--- config.mk ---
export PLATFORM = sky130hd
export DESIGN_NAME = div
export DESIGN_NICKNAME = d
export VERILOG_FILES = /design/src/rtl/div.sv
export SDC_FILE = /design/constraint.sdc
export NUM_CORES = 1
export LEC_CHECK = 0
export ABC_AREA = 1
export CAP_MARGIN = 30
export CORE_ASPECT_RATIO = 0.9
export CORE_MARGIN = 2
export CORE_UTILIZATION = 60
export CTS_BUF_LIST = sky130_fd_sc_hd__clkbuf_8
export CTS_CLUSTER_DIAMETER = 60
export DETAILED_ROUTE_END_ITERATION = 12
export GPL_TIMING_DRIVEN = 0
export MAX_ROUTING_LAYER = met4
export PLACE_DENSITY = 0.84
export SYNTH_ARGS = -nofsm -noshare
export SYNTH_HDL_FRONTEND = slang
export SYNTH_SLANG_ARGS = --single-unit
export TNS_END_PERCENT = 20
--- constraint.sdc ---
create_clock -name clk -period 2.94 [get_ports clk]
set_input_delay 0.735 -clock clk [delete_from_list [all_inputs] [get_ports clk]]
set_output_delay 0.735 -clock clk [all_outputs]
set_load 0.02 [all_outputs]
--- src/rtl/div.sv ---
// Multi-cycle radix-2 restoring divider for DIV/DIVU in the EX stage.
// One quotient bit is resolved per clock; results are {remainder, quotient}.
//
// Handshake: EX raises start_i with stable operands and keeps it high until
// it sees ready_o. ready_o and result_o are registered and stay valid for as
// long as start_i remains high. Dropping start_i releases the divider, which
// returns to FREE on the following edge. A new request is accepted only from
// FREE, so start_i must be low for at least one cycle between divides.
module div #(
  parameter int WIDTH = 32
) (
  input  logic               clk,
  input  logic               rst,
  input  logic               signed_div_i,
  input  logic [WIDTH-1:0]   opdata1_i,
  input  logic [WIDTH-1:0]   opdata2_i,
  input  logic               start_i,
  input  logic               annul_i,
  output logic [2*WIDTH-1:0] result_o,
  output logic               ready_o,
  output logic [1:0]         dbg_state_o
);

  localparam int CNT_W = $clog2(WIDTH + 1);

  typedef enum logic [1:0] {
    S_FREE    = 2'd0,
    S_BY_ZERO = 2'd1,
    S_ON      = 2'd2,
    S_END     = 2'd3
  } state_e;

  state_e               state_q;
  logic [CNT_W-1:0]     cnt_q;
  logic [2*WIDTH-1:0]   dividend_q;   // {partial remainder, dividend/quotient bits}
  logic [WIDTH-1:0]     divisor_q;
  logic                 neg_quo_q;
  logic                 neg_rem_q;
  logic [2*WIDTH-1:0]   result_q;
  logic                 ready_q;

  logic [WIDTH-1:0]     op1_abs_d;
  logic [WIDTH-1:0]     op2_abs_d;
  logic [WIDTH:0]       minuend_d;
  logic [WIDTH:0]       trial_d;
  logic [2*WIDTH-1:0]   dividend_d;
  logic [WIDTH-1:0]     quo_fix_d;
  logic [WIDTH-1:0]     rem_fix_d;

  // Operand magnitudes: negative signed operands become their two's-complement magnitude.
  always_comb begin
    op1_abs_d = opdata1_i;
    op2_abs_d = opdata2_i;
    if (signed_div_i && opdata1_i[WIDTH-1]) op1_abs_d = -opdata1_i;
    if (signed_div_i && opdata2_i[WIDTH-1]) op2_abs_d = -opdata2_i;
  end

  // One restoring step: bit WIDTH of the WIDTH+1-bit trial is the borrow.
  always_comb begin
    minuend_d  = dividend_q[2*WIDTH-1:WIDTH-1];
    trial_d    = minuend_d - {1'b0, divisor_q};
    dividend_d = {dividend_q[2*WIDTH-2:0], 1'b0};
    if (!trial_d[WIDTH]) begin
      dividend_d = {trial_d[WIDTH-1:0], dividend_q[WIDTH-2:0], 1'b1};
    end
  end

  // Sign correction: quotient truncates toward zero, remainder follows the dividend.
  always_comb begin
    quo_fix_d = dividend_q[WIDTH-1:0];
    rem_fix_d = dividend_q[2*WIDTH-1:WIDTH];
    if (neg_quo_q) quo_fix_d = -dividend_q[WIDTH-1:0];
    if (neg_rem_q) rem_fix_d = -dividend_q[2*WIDTH-1:WIDTH];
  end

  // Divider control FSM with registered result/ready.
  always_ff @(posedge clk or negedge rst) begin
    if (!rst) begin
      state_q    <= S_FREE;
      cnt_q      <= '0;
      dividend_q <= '0;
      divisor_q  <= '0;
      neg_quo_q  <= 1'b0;
      neg_rem_q  <= 1'b0;
      result_q   <= '0;
      ready_q    <= 1'b0;
    end else begin
      case (state_q)
        S_FREE: begin
          ready_q  <= 1'b0;
          result_q <= '0;
          if (start_i && !annul_i) begin
            divisor_q  <= op2_abs_d;
            neg_quo_q  <= signed_div_i && (opdata1_i[WIDTH-1] ^ opdata2_i[WIDTH-1]);
            neg_rem_q  <= signed_div_i && opdata1_i[WIDTH-1];
            dividend_q <= {{WIDTH{1'b0}}, op1_abs_d};
            cnt_q      <= '0;
            if (opdata2_i == '0) begin
              state_q <= S_BY_ZERO;
            end else begin
              state_q <= S_ON;
            end
          end
        end
        S_BY_ZERO: begin
          if (annul_i) begin
            state_q <= S_FREE;
          end else begin
            result_q <= '0;
            ready_q  <= 1'b1;
            state_q  <= S_END;
          end
        end
        S_ON: begin
          if (annul_i) begin
            state_q <= S_FREE;
            ready_q <= 1'b0;
          end else if (cnt_q == CNT_W'(WIDTH)) begin
            result_q <= {rem_fix_d, quo_fix_d};
            ready_q  <= 1'b1;
            state_q  <= S_END;
          end else begin
            dividend_q <= dividend_d;
            cnt_q      <= cnt_q + 1'b1;
          end
        end
        S_END: begin
          if (!start_i) begin
            state_q  <= S_FREE;
            ready_q  <= 1'b0;
            result_q <= '0;
          end
        end
        default: state_q <= S_FREE;
      endcase
    end
  end

  assign result_o    = result_q;
  assign ready_o     = ready_q;
  assign dbg_state_o = state_q;

endmodule
==> flow_summary.toml, run 1 <==
[synth]
ys_types = 52
yosysTopAreaCellShare_pct = 31.9
syn_inst = 2110
ys_seq_elements = 171
yosysMostFrequentCell = "nand2_1"
syn_nets = 2222
synth_edf_count = 0
synth_ff_type = "dfrtp_1"
synth_commonest_cells = "nand2_1, inv_1, nand3_1"
yosysTopAreaCell = "dfrtp_1"
netlist_area_um2 = 13400
avgSynthCellArea_um2 = 6.36
yosysSeqAreaShare_pct = 31.9
ys_top_cells_by_area = "dfrtp_1, nand2_1, inv_1"
yosys_warnings = 0
async_flop_share_pct = 100

[setup_path]
slowest_stage = "clkdlybuf4s50_1"
crit_arrival_ns = 3.16
crit_family = "simple AND/OR/NAND/NOR gates"
r2r-start = "dbg_state_o[0]$_DFFE_PN0P_"
cpPeakStageDelay_ns = 0.49
worstPathMaxFanout = 7
reg2reg_depth = 7
reg2reg_to = "dividend_q[30]$_DFFE_PN0P_"
reg2reg_slack_ns = 0.16
crit_chain = "clkdlybuf4s50_1 > inv_1 > ha_1 > nand3_1 > nor2_2 > nand3b_1 > o21ai_2 > nand2_1 > o21ai_0 > nand3_1"
critPathMostFrequentCell = "nand3_1"
required_ns = 3.28
critPathKind = "input pin to register"
critPathCaptureType = "register"
start_kind = "input pin"
path_buf_inv = 2

[clock_tree]
clock_latency_ns = 0.50
root_buffer = "clkbuf_8"
clock_sinks = 171
hold_buffers = 0
cts_buffers = 17
cts_tree = "yes"
clock_path_buffers = 2
cts.repair.resized = 0
post_cts_buffers = 0
clk_pin_slew_worst_paths_ns = 0.11
cts_max_level = 4

[timing]
finalCritPeriodShare_pct = 95.8
grt_setup_unrepaired = "no"
setup-violations-final = 0
fmax_ghz = 0.355
period_needed_ns = 2.82
fin_tns_setup_ns = 0
worstMarginPinSlew_ns = 0.911
slew_violations = 0
finalHoldViolations = 0
max-slew-margin-rel_pct = 38.7
fin_skew_ns = 0.0324

[power_and_ir_drop]
leakage_nw = 8.30
p_per_area_nw_per_um2 = 826
peakVddDrop_mv = 0.578
total_power_mw = 12.9

[floorplan]
core_area_um2 = 21800
die_w_um = 162
dieArea_um2 = 23600
fp-row-count = 51
die_h_um = 146
floorplan.initialDensity_pct = 61.5
ioPinCount = 136

[global_routing]
grt_pass1_wl_mm = 72.0
track_usage_pct = 39.8
globalRoute.totalOverflow = 0
grt_pass1_vias = 13994
grt_max_degree = 88
antenna_found_initial = 0

[route]
drtIter0Drc = 1656
drt_first_pass_iters = 9
num_vias = 14718
ant_nets = 0
via_per_inst = 5.73
drc = 0
wl_per_cell_um = 17.5
routed_wl_mm = 45.0

[place]
dp_hpwl_mm = 36.2
io_buffers = 135
gp_congestion = 0.995
placed_cell_area_um2 = 15200

[finish]
post-route-cell-area_um2 = 15600
antenna_cells = 0
drive_above_1_share_pct = 4.74
fillers = 1926
final_nets = 2377
synthToLayoutAreaGrowth_pct = 16.3

[run_status]
status = "completed"

[min_path]
hold_path.class = "input pin to asynchronous set/reset pin"

[flow_run]
cap_violations = 0
worst register-to-register path: cells and delay by family (launching register included):
family | cells | cell delay, ns
buffers and inverters | 3 | 0.72
AOI/OAI and AO/OA | 1 | 0.39
adders and majority gates | 1 | 0.21
DFF | 1 | 0.42
and+or+nand+nor | 2 | 0.98
worst max path at each step:
| stage | slack, ns | from | endpoint | cells after the start |
|---|---|---|---|---|
| floorplan | 0.73 | dividend_q[31]$_DFFE_PN0P_ | dividend_q[40]$_DFFE_PN0P_ | 16 |
| global placement | -5.67 | rst | divisor_q[26]$_DFFE_PN0P_ | 1 |
| detailed placement | -0.32 | opdata1_i[0] | dividend_q[20]$_DFFE_PN0P_ | 10 |
| CTS | 0.20 | opdata1_i[0] | dividend_q[20]$_DFFE_PN0P_ | 10 |
| global route | 0.03 | opdata1_i[0] | dividend_q[24]$_DFFE_PN0P_ | 12 |
| finish | 0.12 | opdata1_i[0] | dividend_q[18]$_DFFE_PN0P_ | 10 |
cells by family (layout without fill, tap and decap cells):
| kind of cell | Yosys count | in the layout | synth area share [%] |
|---|---|---|---|
| compound gates | 231 | 231 | 9.53 |
| xor+xnor | 68 | 68 | 4.44 |
| flops | 171 | 171 | 31.9 |
| fa+ha+maj | 43 | 43 | 4.06 |
| buf+inv | 359 | 527 | 10.8 |
| simple gates | 1238 | 1238 | 39.3 |
per-stage QoR:
stage	hold WS (ns)	cells	setup WS, ns	util, %
after floorplan	0.439	2110	0.730	-
after global placement	0.462	2536	-5.67	69.4
after detailed placement	0.467	2537	-0.321	69.5
after CTS	0.226	2569	0.199	71.5
after global routing	0.261	2569	0.0289	71.5
final	0.205	2569	0.125	71.5
per-layer routing:
layer	GRT usage, %	wire length [um]	vias up
li1	-	-	7005
met2	59.9	19600	824
met4	12.7	1450	0
met5	-	0	-
met3	9.58	5060	123
met1	53.2	18900	6766
state kept, by name (all words and copies together), names as in the netlist:
signal,count
neg_rem_q,1
neg_quo_q,1
dbg_state_o,2
cnt_q,6
divisor_q,32
ready_o,1
dividend_q,64
result_o,64
layout make-up:
cell class	instances	area (um2)	area share [%]
clock inverters	15	200	1.28
multi-input cells	1580	7700	49.3
well taps	291	364	2.33
flip-flops and latches	171	4280	27.4
repair buffers	136	1380	8.87
clock buffers	17	234	1.50
inverters	302	1140	7.28
plain buffers	57	310	1.99
where the power goes:
part,switching (mW),internal (mW)
registers,0.624,3.01
clock network,1.07,0.739
logic,5.01,2.44
placed cells by master, fill, tap and decap left out, types with 10 or more instances in the layout:
master and count:
xnor2_1 23, ha_1 42, nor3_1 34, nand3b_1 11
nand2_1 734, o21ai_0 100, nand2_2 10, clkbuf_8 17
buf_2 14, xor2_1 45, clkbuf_1 28, nor2_1 168
clkdlybuf4s50_1 134, nand4_1 28, inv_1 294, o21ai_1 32
a21oi_1 60, nand3_1 219, dfrtp_1 171
Power figures use the tool's default switching activity.
==> run 2: changes to the inputs <==
CELL_PAD_IN_SITES_DETAIL_PLACEMENT = 0   (was not set)
CELL_PAD_IN_SITES_GLOBAL_PLACEMENT = 1   (was not set)
CORE_UTILIZATION = 42   (was 60)
PLACE_DENSITY = not set   (was 0.84)
PLACE_DENSITY_LB_ADDON = 0.1   (was not set)
SLEW_MARGIN = 20   (was not set)
==> flow_summary.toml, run 2 (synthesized netlist as in run 1, its figures left out) <==
[route]
drt_first_pass_iters = 8
routed_wl_mm = 47.0
wl_per_cell_um = 17.4
ant_nets = 0
via_per_inst = 5.14
num_vias = 13855
drc = 0
drtIter0Drc = 1087

[floorplan]
die_w_um = 192
fp-row-count = 62
floorplan.initialDensity_pct = 42.4
core_area_um2 = 31700
dieArea_um2 = 33400
die_h_um = 174
ioPinCount = 136

[timing]
period_needed_ns = 2.73
fmax_ghz = 0.366
finalHoldViolations = 0
worstMarginPinSlew_ns = 0.766
fin_tns_setup_ns = 0
max-slew-margin-rel_pct = 49.0
setup-violations-final = 0
finalCritPeriodShare_pct = 92.9
holdWs_ns = 0.223
slew_violations = 0
grt_setup_unrepaired = "no"
fin_skew_ns = 0.0132

[finish]
antenna_cells = 0
final_nets = 2377
stdcell_count = 2694
synthToLayoutAreaGrowth_pct = 17.4
final_cell_mix = "nand2_1, inv_1, nand3_1"
drive_above_1_share_pct = 4.70
final_util_pct = 49.8
final_common_cell = "nand2_1"

[flow_run]
cap_violations = 0

[place]
dp_cells = 2662
dp_hpwl_mm = 38.3
io_buffers = 135
gp_congestion = 0.963

[clock_tree]
clk_pin_slew_worst_paths_ns = 0.10
clock_sinks = 171
cts_max_level = 4
cts_buffers = 17
clock_path_buffers = 2
cts_tree = "yes"
clock_latency_ns = 0.48
root_buffer = "clkbuf_8"

[global_routing]
grt_pass1_wl_mm = 73.3
globalRoute.totalOverflow = 0
grt_pass1_vias = 12947
track_usage_pct = 29.6
grt_max_degree = 88
antenna_found_initial = 0

[power_and_ir_drop]
leakage_nw = 8.30
peakVddDrop_mv = 0.444
p_per_area_nw_per_um2 = 820

[setup_path]
required_ns = 3.30
reg2reg_slack_ns = 0.22
critPathCaptureType = "register"
reg2reg_depth = 16
start_kind = "input pin"
worstPathMaxFanout = 10
critPathKind = "input pin to register"
crit_arrival_ns = 3.09
reg2reg_to = "dividend_q[36]$_DFFE_PN0P_"
r2r-start = "dividend_q[31]$_DFFE_PN0P_"

[run_status]
status = "completed"

[min_path]
hold_path.class = "input pin to asynchronous set/reset pin"
run 2: cell types whose count changed in the layout (fill, tap and decap cells not counted), sizes merged:
cell / change
inv: -5
clkbuf: +3
clkinv: -3
clkinvlp: +3
bufinv: +2
run 2: how the worst max path moves through the flow:
stage	startpoint	to	slack, ns	cells past startpoint
2_1_floorplan	dividend_q[31]$_DFFE_PN0P_	dividend_q[40]$_DFFE_PN0P_	0.73	16
3_3_place_gp	rst	divisor_q[12]$_DFFE_PN0P_	-6.23	1
3_5_place_dp	signed_div_i	dividend_q[30]$_DFFE_PN0P_	-0.22	8
4_1_cts	dividend_q[31]$_DFFE_PN0P_	dividend_q[36]$_DFFE_PN0P_	0.14	17
5_1_grt	dividend_q[31]$_DFFE_PN0P_	dividend_q[61]$_DFFE_PN0P_	0.04	18
6_report	signed_div_i	dividend_q[30]$_DFFE_PN0P_	0.21	8
run 2: cell type report:
type / instances / area, um2
plain buffers: 57 / 310
repair buffers: 136 / 1380
fillers: 3324 / 15900
flip-flops and latches: 171 / 4280
clock buffers: 20 / 275
clock inverters: 12 / 148
multi-input cells: 1580 / 7700
inverters: 302 / 1140
well taps: 416 / 520
run 2: where the power goes:
group / internal (mW) / switching (mW) / leakage [nW]
registers: 3.01 / 0.614 / 2.28
logic: 2.43 / 5.04 / 5.80
clock network: 0.902 / 0.920 / 0.213
total: 6.35 / 6.57 / 8.30
run 2: routing by layer:
| metal | GRT usage [%] | vias up | share of wire (%) |
|---|---|---|---|
| li1 | - | 7000 | - |
| met1 | 47.2 | 6457 | 53 |
| met2 | 39.7 | 372 | 40 |
| met3 | 3.95 | 26 | 5.7 |
| met4 | 4.64 | 0 | 1.0 |
| met5 | - | - | 0 |
run 2: stage by stage:
| step | instance area (um2) | power (mW) | setup WS [ns] |
|---|---|---|---|
| final | 15800 | 12.9 | 0.210 |
| after global routing | 15800 | 13.9 | 0.0363 |
| after CTS | 15700 | 12.8 | 0.138 |
| after detailed placement | 15300 | 11.0 | -0.220 |
| after global placement | 15300 | 10.9 | -6.23 |
| after floorplan | 13400 | 8.35 | 0.730 |
run 2: worst max-delay path, stage by stage:
cell and delay, ns:
clkdlybuf4s50_1 0.58, nand2_1 0.23, inv_1 0.16, clkbuf_1 0.43, buf_2 0.35, nor2_1 0.07, o21ai_0 0.43, nand2_1 0.10
run 2: timing repair:
item | CTS | global route
hold buffers | 0 | 0
setup buffers | 0 | 0
hold endpoints to repair | 0 | 0
endpoints found under the setup margin | 0 | 6
gates resized for setup | 0 | 2
